==> config.mk <==
export PLATFORM = sky130hd
export DESIGN_NAME = ula_scheduler
export DESIGN_NICKNAME = d
export VERILOG_FILES = /design/src/rtl/ula_scheduler.sv
export SDC_FILE = /design/constraint.sdc
export NUM_CORES = 1
export LEC_CHECK = 0
export BUFFER_PORTS_ARGS = -buffer_cell sky130_fd_sc_hd__buf_2
export CAP_MARGIN = 20
export CORE_UTILIZATION = 35
export CTS_CLUSTER_SIZE = 28
export DETAILED_ROUTE_END_ITERATION = 6
export GPL_TIMING_DRIVEN = 0
export MAX_ROUTING_LAYER = met4
export PLACE_DENSITY = 0.67
export SYNTH_ARGS = -nofsm -noshare
export SYNTH_HDL_FRONTEND = slang
export SYNTH_SLANG_ARGS = --single-unit
==> constraint.sdc <==
create_clock -name clk -period 2.95 [get_ports clk]
set_input_delay 0.295 -clock clk [delete_from_list [all_inputs] [get_ports clk]]
set_output_delay 0.295 -clock clk [all_outputs]
set_load 0.005 [all_outputs]
==> src/rtl/ula_scheduler.sv <==
// Round-robin scheduler sharing one combinational add/multiply unit between two requesters.
// Registers the unit inputs, waits ALU_LAT cycles, then returns the result to the owner.
module ula_scheduler #(
   parameter int WIDTH   = 16,
   parameter int ALU_LAT = 1   // legal range 1..15
) (
   input  logic             clk,
   input  logic             rst_n,
   input  logic             req0,
   input  logic             op0,
   input  logic [WIDTH-1:0] a0,
   input  logic [WIDTH-1:0] b0,
   output logic             ack0,
   output logic             done0,
   output logic [WIDTH-1:0] res0,
   input  logic             req1,
   input  logic             op1,
   input  logic [WIDTH-1:0] a1,
   input  logic [WIDTH-1:0] b1,
   output logic             ack1,
   output logic             done1,
   output logic [WIDTH-1:0] res1,
   output logic [WIDTH-1:0] alu_a,
   output logic [WIDTH-1:0] alu_b,
   output logic             alu_sel,
   input  logic [WIDTH-1:0] alu_y,
   output logic             busy
);

   typedef enum logic {IDLE, EXEC} state_t;

   localparam logic [3:0] CNT_INIT = 4'(ALU_LAT - 1);

   state_t           state_q, state_d;
   logic             rr_q, rr_d;
   logic             owner_q, owner_d;
   logic [3:0]       cnt_q, cnt_d;
   logic [WIDTH-1:0] alu_a_q, alu_a_d, alu_b_q, alu_b_d;
   logic             alu_sel_q, alu_sel_d;
   logic             ack0_q, ack0_d, ack1_q, ack1_d;
   logic             done0_q, done0_d, done1_q, done1_d;
   logic [WIDTH-1:0] res0_q, res0_d, res1_q, res1_d;
   logic             win;

   always_comb begin
      state_d   = state_q;
      rr_d      = rr_q;
      owner_d   = owner_q;
      cnt_d     = cnt_q;
      alu_a_d   = alu_a_q;
      alu_b_d   = alu_b_q;
      alu_sel_d = alu_sel_q;
      res0_d    = res0_q;
      res1_d    = res1_q;
      ack0_d    = 1'b0;
      ack1_d    = 1'b0;
      done0_d   = 1'b0;
      done1_d   = 1'b0;
      // rr_q only matters on a tie; a lone request always wins
      win       = (req0 && req1) ? rr_q : req1;
      case (state_q)
         IDLE: begin
            if (req0 || req1) begin
               owner_d   = win;
               alu_a_d   = win ? a1 : a0;
               alu_b_d   = win ? b1 : b0;
               alu_sel_d = win ? op1 : op0;
               ack0_d    = ~win;
               ack1_d    = win;
               cnt_d     = CNT_INIT;
               state_d   = EXEC;
            end
         end
         EXEC: begin
            if (cnt_q != 4'd0) begin
               cnt_d = cnt_q - 4'd1;
            end else begin
               if (owner_q) begin
                  res1_d  = alu_y;
                  done1_d = 1'b1;
               end else begin
                  res0_d  = alu_y;
                  done0_d = 1'b1;
               end
               rr_d    = ~owner_q;
               state_d = IDLE;
            end
         end
         default: state_d = IDLE;
      endcase
   end

   always_ff @(posedge clk or negedge rst_n) begin
      if (!rst_n) begin
         state_q   <= IDLE;
         rr_q      <= 1'b0;
         owner_q   <= 1'b0;
         cnt_q     <= 4'd0;
         alu_a_q   <= '0;
         alu_b_q   <= '0;
         alu_sel_q <= 1'b0;
         ack0_q    <= 1'b0;
         ack1_q    <= 1'b0;
         done0_q   <= 1'b0;
         done1_q   <= 1'b0;
         res0_q    <= '0;
         res1_q    <= '0;
      end else begin
         state_q   <= state_d;
         rr_q      <= rr_d;
         owner_q   <= owner_d;
         cnt_q     <= cnt_d;
         alu_a_q   <= alu_a_d;
         alu_b_q   <= alu_b_d;
         alu_sel_q <= alu_sel_d;
         ack0_q    <= ack0_d;
         ack1_q    <= ack1_d;
         done0_q   <= done0_d;
         done1_q   <= done1_d;
         res0_q    <= res0_d;
         res1_q    <= res1_d;
      end
   end

   assign alu_a   = alu_a_q;
   assign alu_b   = alu_b_q;
   assign alu_sel = alu_sel_q;
   assign ack0    = ack0_q;
   assign ack1    = ack1_q;
   assign done0   = done0_q;
   assign done1   = done1_q;
   assign res0    = res0_q;
   assign res1    = res1_q;
   assign busy    = (state_q == EXEC);

endmodule

# [Word level (Yosys, flattened, before mapping)]
# Index checks and enable logic that the tools add are counted.
[classes] bitwise=4 n_addsub=1 reduce_logical=8 n_eq_ne=2 muxes=20
[ops] operator="$mux 16" n=2
[ops] operator="$mux 1" n=14
[ops] operator="$mux 4" n=2
[ops] operator="$pmux 4 s2" n=1
[ops] operator="$reduce_and 2->1" n=3
[ops] operator="$reduce_and 3->1" n=2
[ops] operator="$not 1->1" n=4
[ops] operator="$reduce_bool 4->1" n=1
[ops] operator="$sub 4x1->4 const B" n=1
[ops] operator="$ne 2x1->1 const B" n=1
[ops] operator="$ne 2x2->1 const B" n=1
[ops] operator="$pmux 1 s2" n=1
[ops] operator="$logic_and 1x1->1" n=1
[ops] operator="$logic_or 1x1->1" n=1
[word_totals] reg_bits=76 out_inout_bits=70 in_bits=86

# [Depth between registers and ports, before layout]
[depth] ltp_word=5 ltp_mapped=8 mapped_depth_nobuf=5

# [Worst setup path before layout]
# No wires, ideal clock.
[synth_path] kind="flip-flop to flip-flop" startpoint="register cnt_q[0]" endpoint="register res0_q[10], in the netlist res0[10]" path_stages_with_launch=9 n_path_buf=3 setup_time_ns=0.125 setup_slack_ns=1.256 t_arrival_ns=1.569 period_less_slack_ns=1.694 cell_sequence="dfrtp_1 > inv_1 > ha_1 > and4bb_1 > buf_6 > nor2b_4 > buf_6 > buf_12 > mux2_4"
[synth_via] elab_chain_len=3
[synth_rtl] element="from (decl)" line_no="37" rtl="logic [3:0] cnt_q, cnt_d;"
[synth_rtl] element="from (signal assigned)" line_no="112" rtl="cnt_q <= cnt_d;"
[synth_rtl] element="$reduce_bool 4->1" line_no="75" rtl="if (cnt_q != 4'd0) begin"
[synth_rtl] element="$not 1->1 (no line)"
[synth_rtl] element="$reduce_and 3->1 (no line)"
[synth_rtl] element="to (signal assigned)" line_no="120" rtl="res0_q <= res0_d;"
[synth_rtl] element="to (decl)" line_no="42" rtl="logic [WIDTH-1:0] res0_q, res0_d, res1_q, res1_d;"
# No other way between the ends.
# A chain may end at the register's enable or synchronous reset.

# [Final worst setup path]
[layout_path] startpoint="register cnt_q[0]" endpoint="register res1_q[10], in the netlist res1[10]"
[layout_via] elab_chain_len=3
[layout_rtl] element="$reduce_bool 4->1" line_no="75"
[layout_rtl] element="$not 1->1 (no line)"
[layout_rtl] element="$reduce_and 3->1 (no line)"
[layout_rtl] element="to (signal assigned)" line_no="121" rtl="res1_q <= res1_d;"
[layout_rtl] element="to (decl)" line_no="42"
# No other way between the ends.

==> key figures <==
Yosys
  – Seq/Total Area, Yosys: 56.4%
  – Syn Nets: 382
  – Ys Warns: 0
  – Flops & latches, synth: 76
  – Gate Count Post-Synth: 295
  – Syn avg cell area: 11.4 um^2
  – Count of different cell masters after synthesis: 32
  – Post-synth top area cell: dfrtp_1
  – Yosys top cell area share: 56.4%
  – Cell Area, Synth: 3370 um^2
  – Synth area leaders: dfrtp_1 56%, mux2_2 7.7%, nand3b_1 7.3%

STA
  – Setup Skew: 0.00926 ns
  – Setup violations, final: 0
  – RSZ-0062 raised after global routing: no
  – Final hold slack: 0.195 ns
  – Hold Fails Final Rpt: 0
  – Period utilisation layout: 62.7%
  – Slew @ Worst Pin: 0.498 ns
  – Fin crit period: 1.85 ns
  – Setup_tns: 0 ns
  – Max transition margin: 66.8%
  – Final Max Tran Viols: 0
  – Peak Freq: 541 MHz

Clocking
  – Post-CTS Hold Fix Bufs: 1
  – Later-pin clock latency in the skew report: 0.34 ns
  – Post_cts resized: 0
  – Clock-pin slew on the worst setup and hold paths: 0.08 ns
  – # clock sinks: 76
  – H-tree depth: 3
  – Clk root buf: clkbuf_8
  – Total CTS buffers: 9
  – Postcts setup bufs: 0
  – CTS Buffer Depth: 2
  – CTS tree: done

Worst hold path
  – Worst Hold Path EP: res0[3]
  – Worst Hold Class: input pin to flip-flop
  – Hold path depth: 2
  – Start point of the worst hold path: alu_y[3]

Placed design
  – Input/output buffers: 155
  – Placed cells: 580
  – Post-detail-place hpwl: 6650 um
  – Placer Congestion: 0.825

Final layout
  – Most frequent cells in the layout: 156 x buf_2, 76 x dfrtp_1, 36 x o21ai_0, 35 x nor2_1
  – Commonest non-fill, non-tap cell in the layout: buf_2
  – Synthesis-to-finish area growth: 36.6%
  – Final Util: 49.6%
  – Fin nets: 550
  – Final std cells w/o fill: 597
  – Layout cell share with drive strength beyond 1: 45.3%
  – Number of diodes: 0

Critical path
  – Register-to-Register Path Depth: 7
  – Start point of the critical path: cnt_q[0]
  – Startpoint Class: flip-flop
  – Reg-to-Reg Start: cnt_q[0]
  – CP Data Arrival Time: 2.07 ns
  – CP endpoint kind: flip-flop
  – Critical path class: flip-flop to flip-flop
  – CP max FO: 10
  – CP required: 3.17 ns
  – R2R Setup Slk: 1.10 ns
  – Reg-to-reg endpoint: res1[10]

Floorplanning
  – Core footprint: 9280 um^2
  – Die Span X: 100 um
  – # IOs: 156
  – Starting Density: 36.3%
  – Site Rows: 35
  – Die height: 100 um
  – Die Area: 10000 um^2

Route
  – DRT met1 WL: 3950 um
  – Via Count: 2904
  – Via/cell ratio: 4.86
  – Detail Route Antenna Nets: 0
  – DRC viols: 0
  – DR WL met2: 4150 um
  – DRT iter0 DRCs: 95
  – WL final: 8850 um
  – Drt pass-1 iters: 4
  – Met3 WL: 661 um
  – Max Used Layer: met4
  – WL/cell: 14.8 um

Power
  – VDD IR-drop max: 0.427 mV
  – Pwr dens: 1030 nW/um^2
  – Leak: 2.14 nW
  – NetSw: 0.00153 W
  – Flop pwr share: 39.0%
  – Logic pwr share: 39.1%
  – Part of the power in the clock network: 21.9%
  – Internal power: 0.00321 W
  – Switching share of power: 32.2%

Global routing
  – First-pass GRT wire length: 14300 um
  – Vias in the first global route: 2923
  – Initial antenna violation count: 0
  – All-Layer GR Usage: 18.8%
  – Total gr overflow: 0
  – Largest net degree at the start of global routing: 45

Outcome
  – Status: finished, final reports clean

Run
  – Max_cap viols: 0
==> critical path, stage by stage, from the launching register on <==
cell and delay (ns):
dfrtp_1 0.37, inv_1 0.05, ha_1 0.19, and4bb_1 0.21
buf_6 0.13, nand2_2 0.20, clkbuf_8 0.23, mux2_2 0.34
==> sequential cells by signal, indices dropped and copies added (netlist names), 4 cells and up <==
signal  cells
res1       16
res0       16
alu_a      16
alu_b      16
cnt_q       4
==> worst max path at each step <==
| stage | cells past startpoint | endpoint | slack (ns) |
|---|---|---|---|
| after floorplan | 8 | res0[10] | 1.26 |
| after global placement | 1 | alu_b[7] | 1.07 |
| after detailed placement | 7 | res1[14] | 1.09 |
| after global routing | 5 | alu_a[12] | 0.97 |
| after CTS | 7 | res1[10] | 1.08 |
| final | 7 | res1[10] | 1.10 |
==> final cells by class <==
type                    instances  area [um^2]
fillers                       934         4680
flip-flops and latches         76         1900
multi-input cells             188         1310
repair buffers                157          808
well taps                     129          161
plain buffers                  25          138
clock inverters                 6          136
clock buffers                  10          128
inverters                       6         22.5
==> synth_stat cells (all sizes together) <==
master  instances
o21ai          36
a31oi          33
nand3b         33
clkbuf         17
mux2           32
nor3            1
o22ai           1
dfrtp          76
and2b           1
nand2           2
o31ai           1
inv             6
buf             8
ha              1
and2            1
o41ai           2
o311ai          1
o21ba           1
or3             1
o211ai          1
nand2b          1
o21a            1
o21bai          1
nor2           35
and4bb          1
nor2b           1
==> per-layer routing <==
layer | GRT usage, % | up-vias
met5 | - | -
met4 | 6.58 | 0
met3 | 5.36 | 7
met2 | 30.6 | 136
met1 | 22.4 | 1369
li1 | - | 1392
==> power groups by stage <==
stage	sequential (W)	clock, W	combinational [W]
final	0.00184	0.00104	0.00185
after global placement	0.00184	0	0.00184
after CTS	0.00185	0.00107	0.00188
after global routing	0.00191	0.00111	0.00208
after floorplan	0.00188	0	0.00103
after detailed placement	0.00186	0	0.00188
==> logic make-up after synthesis <==
kind of cell / count (synthesis) / share of synthesized area, %
compound gates: 78 / 13.6
simple gates: 77 / 13.2
flops: 76 / 56.4
mux: 32 / 11.7
buf+inv: 31 / 4.75
fa+ha+maj: 1 / 0.371
==> per-stage QoR <==
| stage | power [W] | setup WS, ns | area [um^2] |
|---|---|---|---|
| after detailed placement | 0.00374 | 1.09 | 4330 |
| after global placement | 0.00368 | 1.07 | 4310 |
| after floorplan | 0.00292 | 1.26 | 3370 |
| after global routing | 0.00510 | 0.970 | 4610 |
| after CTS | 0.00480 | 1.08 | 4610 |
| final | 0.00473 | 1.10 | 4610 |
(Power assumes the default switching activity.)
